[src/rtl/seq_divmod_if.sv]
`default_nettype none
// ============================================================================
// Module   : seq_divmod_if
// Purpose  : Operand/result handshake bundle for the sequential divider.
//            Operands travel master->slave on an in_valid/in_ready handshake;
//            results travel slave->master on an out_valid/out_ready handshake.
// Signals  : in_valid, in_ready, a[NA], b[NB]          - operand channel
//            out_valid, out_ready, q[NA], r[NB], div_zero - result channel
// Revision : 1.0 - initial release
// ============================================================================
interface seq_divmod_if #(
  parameter int NA = 16,
  parameter int NB = 8
);
  logic          in_valid;
  logic          in_ready;
  logic [NA-1:0] a;
  logic [NB-1:0] b;
  logic          out_valid;
  logic          out_ready;
  logic [NA-1:0] q;
  logic [NB-1:0] r;
  logic          div_zero;

  // Requester side: presents operands, consumes results.
  modport master (
    output in_valid, a, b, out_ready,
    input  in_ready, out_valid, q, r, div_zero
  );

  // Divider side.
  modport slave (
    input  in_valid, a, b, out_ready,
    output in_ready, out_valid, q, r, div_zero
  );
endinterface : seq_divmod_if
`default_nettype wire

[src/rtl/seq_divmod.sv]
`default_nettype none
// ============================================================================
// Module   : seq_divmod
// Purpose  : Multi-cycle unsigned divider, radix-2 restoring, one quotient
//            bit per clock. Divide-by-zero bypasses the iteration and returns
//            an all-ones quotient with the low dividend bits as remainder.
// Ports    : clk  - clock, rising edge
//            rst  - asynchronous active-high reset
//            dm   - seq_divmod_if.slave (operand and result handshakes)
// Revision : 1.0 - initial release
// ============================================================================
module seq_divmod #(
  parameter int NA = 16,
  parameter int NB = 8
) (
  input  wire logic      clk,
  input  wire logic      rst,
  seq_divmod_if.slave    dm
);

  localparam int CW = $clog2(NA + 1);

  typedef enum logic [1:0] {
    S_IDLE = 2'd0,
    S_RUN  = 2'd1,
    S_DONE = 2'd2
  } state_t;

  state_t        r_state;
  state_t        w_state_next;
  logic          w_in_ready;
  logic          w_out_valid;

  logic [NA-1:0] r_qsh;      // dividend shifts out the top, quotient shifts in
  logic [NB-1:0] r_rem;      // partial remainder, always < r_b
  logic [NB-1:0] r_b;        // captured divisor
  logic [CW-1:0] r_cnt;      // quotient bits still to produce
  logic [NA-1:0] r_q_out;
  logic [NB-1:0] r_r_out;
  logic          r_div_zero;

  logic          w_accept;
  logic          w_b_zero;
  logic          w_last;
  logic [NB:0]   w_t;
  logic [NB:0]   w_diff;
  logic          w_ge;
  logic [NB-1:0] w_rem_next;
  logic [NA-1:0] w_qsh_next;

  // --------------------------------------------------------------------------
  // Control FSM
  // --------------------------------------------------------------------------
  always_ff @(posedge clk or posedge rst) begin
    if (rst) begin
      r_state <= S_IDLE;
    end else begin
      r_state <= w_state_next;
    end
  end

  always_comb begin
    w_state_next = r_state;
    w_in_ready   = 1'b0;
    w_out_valid  = 1'b0;
    case (r_state)
      S_IDLE: begin
        w_in_ready = 1'b1;
        if (dm.in_valid) begin
          w_state_next = w_b_zero ? S_DONE : S_RUN;
        end
      end
      S_RUN: begin
        if (w_last) begin
          w_state_next = S_DONE;
        end
      end
      S_DONE: begin
        w_out_valid = 1'b1;
        if (dm.out_ready) begin
          w_state_next = S_IDLE;
        end
      end
      default: begin
        w_state_next = S_IDLE;
      end
    endcase
  end

  // --------------------------------------------------------------------------
  // Datapath
  // --------------------------------------------------------------------------
  assign w_accept = (r_state == S_IDLE) && dm.in_valid;
  assign w_b_zero = (dm.b == '0);
  assign w_last   = (r_cnt == CW'(1));

  // Because rem < b, t = 2*rem + bit <= 2*b - 1, so t - b always fits in NB
  // bits when t >= b; the extra (borrow) bit of the NB+1 subtract is then
  // exactly the "t < b" flag.
  assign w_t        = {r_rem, r_qsh[NA-1]};
  assign w_diff     = w_t - {1'b0, r_b};
  assign w_ge       = ~w_diff[NB];
  assign w_rem_next = w_ge ? w_diff[NB-1:0] : w_t[NB-1:0];
  assign w_qsh_next = {r_qsh[NA-2:0], w_ge};

  always_ff @(posedge clk or posedge rst) begin
    if (rst) begin
      r_qsh      <= '0;
      r_rem      <= '0;
      r_b        <= '0;
      r_cnt      <= '0;
      r_q_out    <= '0;
      r_r_out    <= '0;
      r_div_zero <= 1'b0;
    end else begin
      if (w_accept) begin
        if (w_b_zero) begin
          r_q_out    <= '1;
          r_r_out    <= dm.a[NB-1:0];
          r_div_zero <= 1'b1;
        end else begin
          r_qsh <= dm.a;
          r_rem <= '0;
          r_b   <= dm.b;
          r_cnt <= CW'(NA);
        end
      end else if (r_state == S_RUN) begin
        r_qsh <= w_qsh_next;
        r_rem <= w_rem_next;
        r_cnt <= r_cnt - CW'(1);
        // Result registers only update on the final step so Q/R stay frozen
        // at the previous result while the next division is in progress.
        if (w_last) begin
          r_q_out    <= w_qsh_next;
          r_r_out    <= w_rem_next;
          r_div_zero <= 1'b0;
        end
      end
    end
  end

  assign dm.in_ready  = w_in_ready;
  assign dm.out_valid = w_out_valid;
  assign dm.q         = r_q_out;
  assign dm.r         = r_r_out;
  assign dm.div_zero  = r_div_zero;

endmodule : seq_divmod
`default_nettype wire

[src/flat_wrapper.sv]
// flat-port wrapper written by rule: the top's interface ports become plain ports
module seq_divmod_flat 
#(
  parameter int NA = 16,
  parameter int NB = 8
)
  (clk, rst, dm_in_valid, dm_a, dm_b, dm_out_ready, dm_in_ready, dm_out_valid, dm_q, dm_r, dm_div_zero);
  seq_divmod_if #(.NA(NA), .NB(NB)) dm_i ();
  input  wire logic clk;
  input  wire logic rst;
  input wire logic [$bits(dm_i.in_valid)-1:0] dm_in_valid;
  input wire logic [$bits(dm_i.a)-1:0] dm_a;
  input wire logic [$bits(dm_i.b)-1:0] dm_b;
  input wire logic [$bits(dm_i.out_ready)-1:0] dm_out_ready;
  output wire logic [$bits(dm_i.in_ready)-1:0] dm_in_ready;
  output wire logic [$bits(dm_i.out_valid)-1:0] dm_out_valid;
  output wire logic [$bits(dm_i.q)-1:0] dm_q;
  output wire logic [$bits(dm_i.r)-1:0] dm_r;
  output wire logic [$bits(dm_i.div_zero)-1:0] dm_div_zero;
  assign dm_i.in_valid = dm_in_valid;
  assign dm_i.a = dm_a;
  assign dm_i.b = dm_b;
  assign dm_i.out_ready = dm_out_ready;
  assign dm_in_ready = dm_i.in_ready;
  assign dm_out_valid = dm_i.out_valid;
  assign dm_q = dm_i.q;
  assign dm_r = dm_i.r;
  assign dm_div_zero = dm_i.div_zero;
  seq_divmod #(.NA(NA), .NB(NB)) u_core (.clk(clk), .rst(rst), .dm(dm_i));
endmodule
[config.mk]
export PLATFORM = sky130hd
export DESIGN_NAME = seq_divmod_flat
export DESIGN_NICKNAME = d
export VERILOG_FILES = /design/src/rtl/seq_divmod_if.sv /design/src/rtl/seq_divmod.sv /design/src/flat_wrapper.sv
export SDC_FILE = /design/constraint.sdc
export NUM_CORES = 1
export LEC_CHECK = 0
export ABC_CLOCK_PERIOD_IN_PS = 3800
export CORE_MARGIN = 3
export CORE_UTILIZATION = 41
export DETAILED_ROUTE_END_ITERATION = 7
export MAX_ROUTING_LAYER = met4
export PLACE_DENSITY = 0.72
export SYNTH_ARGS = -nofsm -noshare
export SYNTH_HDL_FRONTEND = slang
export SYNTH_SLANG_ARGS = --single-unit
[constraint.sdc]
create_clock -name clk -period 3.8 [get_ports clk]
set_input_delay 0.38 -clock clk [delete_from_list [all_inputs] [get_ports clk]]
set_output_delay 0.38 -clock clk [all_outputs]
set_load 0.01 [all_outputs]
==> flow_summary.ini <==
[global_route]
grt_antenna_before_repair = 0
grt-ovfl-total = 0
grt_usage = 0.200
grt_pass1_vias = 2757
grt_pass1_wl_um = 13600
grt_max_degree = 43

[critical_path]
timing.rr.end = u_core.r_rem[3]$_DFFE_PP0P_
cp-start-kind = flop
worst_path_most_repeated_cell = inv_1
crit_fanout = 12
required_ns = 4.00
timing.rr.start = u_core.r_qsh[15]$_DFFE_PP0P_
cp_top_family = multiplexers
path_cells = inv_1 -> ha_1 -> inv_1 -> fa_1 -> a211oi_2 -> nor3_2 -> mux2i_2 -> nand2_4 -> mux2i_1 -> a21oi_1
cp.depth = 10
reg2reg_slack_ns = 1.12
end_kind = flop
cpMaxStageDelayCell = dfrtp_1
crit_path_end = u_core.r_rem[3]$_DFFE_PP0P_
cp.arrival_ns = 2.88
worst-path-buf-inv = 2
worstSetupStartpoint = u_core.r_qsh[15]$_DFFE_PP0P_
cpPeakStageDelay_ns = 0.43
reg2reg_depth = 10
crit_type = flop to flop

[power_and_ir_drop]
power_frac_clock = 0.132
p_comb_frac = 0.549
seq_power_share = 0.319
p_switching_uw = 1700
p_per_area_mw_per_mm2 = 967
internal-power_uw = 2190
p_leak_uw = 0.00170
ir_drop_v = 0.000451
p_sw_frac = 0.436

[cts]
cts_tree = done
cts_resized = 0
htree_levels = 3
ctsHoldBuffers = 0
cts_sinks = 64
cts-root-buf = clkbuf_8
post-cts-setup-buffers = 0
cts_buffers = 9
insertion_delay_ns = 0.34
path_clk_slew_ns = 0.07
clockBufferDepth = 2

[die]
core_mm2 = 0.00745
start_util = 0.433
std_cell_rows = 31
ios = 55
die-area_mm2 = 0.00897
fp.dieH_um = 94.7
die_x_um = 94.7

[place]
dp_hpwl_um = 5600
post-place-ws_ns = 1.05
port_buffers = 54
gp_congestion = 0.857

[cells_and_area]
areaGrowthSynthToFinish_pct = 24.7
drive_gt1_frac = 0.0787
diodes = 0
final_nets = 429
fill_cells = 693

[detailed_routing]
viasPerCell = 5.50
drc = 0
num_vias = 2711
wl_per_cell_um = 15.9
antenna_left = 0
m1WireLength_um = 3630
wl_met3_um = 357
wl_um = 7820
topRoutingLayerUsed = met4
firstDrtPassIters = 5
routed-wl-met2_um = 3710
drtIter0Drc = 163

[synth]
syn_inst = 336
synth_area_leaders = dfrtp_1 50%, nand2_1 6.3%, o22a_1 4.6%
synth.most_common_cell = dfrtp_1
ys_seq_area_frac = 0.497
ys_types = 48
synth-edff-count = 0
synth_ff_type = dfrtp_1
async_flop_share = 1.00
synth_top_cell_area_share = 0.497
ys_top_cells_by_count = 64 x dfrtp_1, 54 x nand2_1, 33 x nor2_1
synth_nets = 375
avgSynthCellArea_um2 = 9.60
netlist_area_mm2 = 0.00323
yosysTopAreaCell = dfrtp_1
synth_warnings = 0
synth_seq_cells = 64

[timing]
rsz0062_at_grt = no
worstMarginPinSlew_ns = 0.961
drv_slew = 0
setup_viol_count_final = 0
fmaxAchievable_mhz = 374
fin_ws_ns = 1.12
period_needed_ns = 2.68
slew_headroom = 0.358
clock_skew_ns = 0.0120
layout_worst_path_cycle_share = 0.704
hold_violations = 0
fin_tns_setup_ns = 0

[job]
max-cap-violations = 0

[run_status]
status = completed

[worst_hold_path]
min_path_type = flop to flop
[per-layer routing]
| layer | track usage | vias up |
|---|---|---|
| met4 | 0.0625 | 0 |
| met1 | 0.270 | 1312 |
| met5 | - | - |
| met3 | 0.0406 | 9 |
| li1 | - | 1305 |
| met2 | 0.303 | 85 |
[how the worst min path moves through the flow]
stage	start	to	slack, ns	cells past startpoint
floorplan	u_core.r_b[0]$_DFFE_PP0P_	u_core.r_b[0]$_DFFE_PP0P_	0.45	2
global placement	u_core.dm.div_zero$_DFFE_PP0P_	u_core.dm.div_zero$_DFFE_PP0P_	0.47	1
detailed placement	u_core.dm.q[15]$_DFFE_PP0P_	u_core.dm.q[15]$_DFFE_PP0P_	0.48	1
CTS	u_core.dm.q[1]$_DFFE_PP0P_	u_core.dm.q[1]$_DFFE_PP0P_	0.50	1
global route	u_core.dm.div_zero$_DFFE_PP0P_	u_core.dm.div_zero$_DFFE_PP0P_	0.50	1
finish	u_core.dm.q[3]$_DFFE_PP0P_	u_core.dm.q[3]$_DFFE_PP0P_	0.49	1
[metrics by stage]
stage	cell area, µm²	util	instances	hold slack (ns)	total power [µW]
after floorplan	3230	-	336	0.452	2730
after global routing	4020	0.540	493	0.501	4240
after detailed placement	3850	0.517	478	0.476	3360
after global placement	3850	0.517	478	0.472	3290
after CTS	4020	0.540	493	0.497	3890
final	4020	0.540	493	0.492	3890
[power by group through the flow]
stage	logic [µW]	clock network (µW)	registers (µW)
finish	2130	513	1240
global route	2400	559	1280
CTS	2130	524	1240
detailed placement	2110	0	1250
global placement	2060	0	1240
floorplan	1500	0	1230
[logic make-up (layout without fill, tap and decap cells)]
kind of cell	after synthesis	after routing	synth area share
compound gates	105	105	0.221
xor+xnor	6	6	0.0163
fa+ha+maj	11	11	0.0450
buf+inv	33	91	0.0438
flops	64	64	0.497
mux	7	7	0.0229
simple gates	110	110	0.154
[placed cells by master, fill, tap and decap left out, drive strengths merged, types with 3 or more instances in the layout]
master,Yosys,final
clkbuf,8,10
mux2i,7,7
and2,5,5
o21ai,24,24
o22ai,6,6
xor2,3,3
a21o,4,4
ha,10,10
nand2,55,55
nor3,3,3
nand3,3,3
o31ai,4,4
inv,17,17
a21oi,14,14
xnor2,3,3
a221oi,4,4
clkinv,0,3
dfrtp,64,64
a31oi,19,19
clkdlybuf4s50,0,54
buf,8,5
o22a,17,17
nor2,33,33
nor2b,5,5
[flip-flops by register name (all words and copies together) (netlist names)]
name	count
u_core.dm.q	16
u_core.r_qsh	16
u_core.dm.r	8
u_core.r_b	8
u_core.r_rem	8
u_core.r_cnt	5
u_core.r_state	2
u_core.dm.div_zero	1
[area by class of cell]
cell class	instances	area (µm²)	area share
inverter	17	63.8	0.0159
sequential	64	1600	0.398
timing repair buffer	59	578	0.144
multi-input combinational	239	1480	0.369
clock buffer	10	138	0.0342
tap	99	124	0.0308
clock inverter	5	33.8	0.00840
No activity file was read; power rests on OpenSTA's default activity.
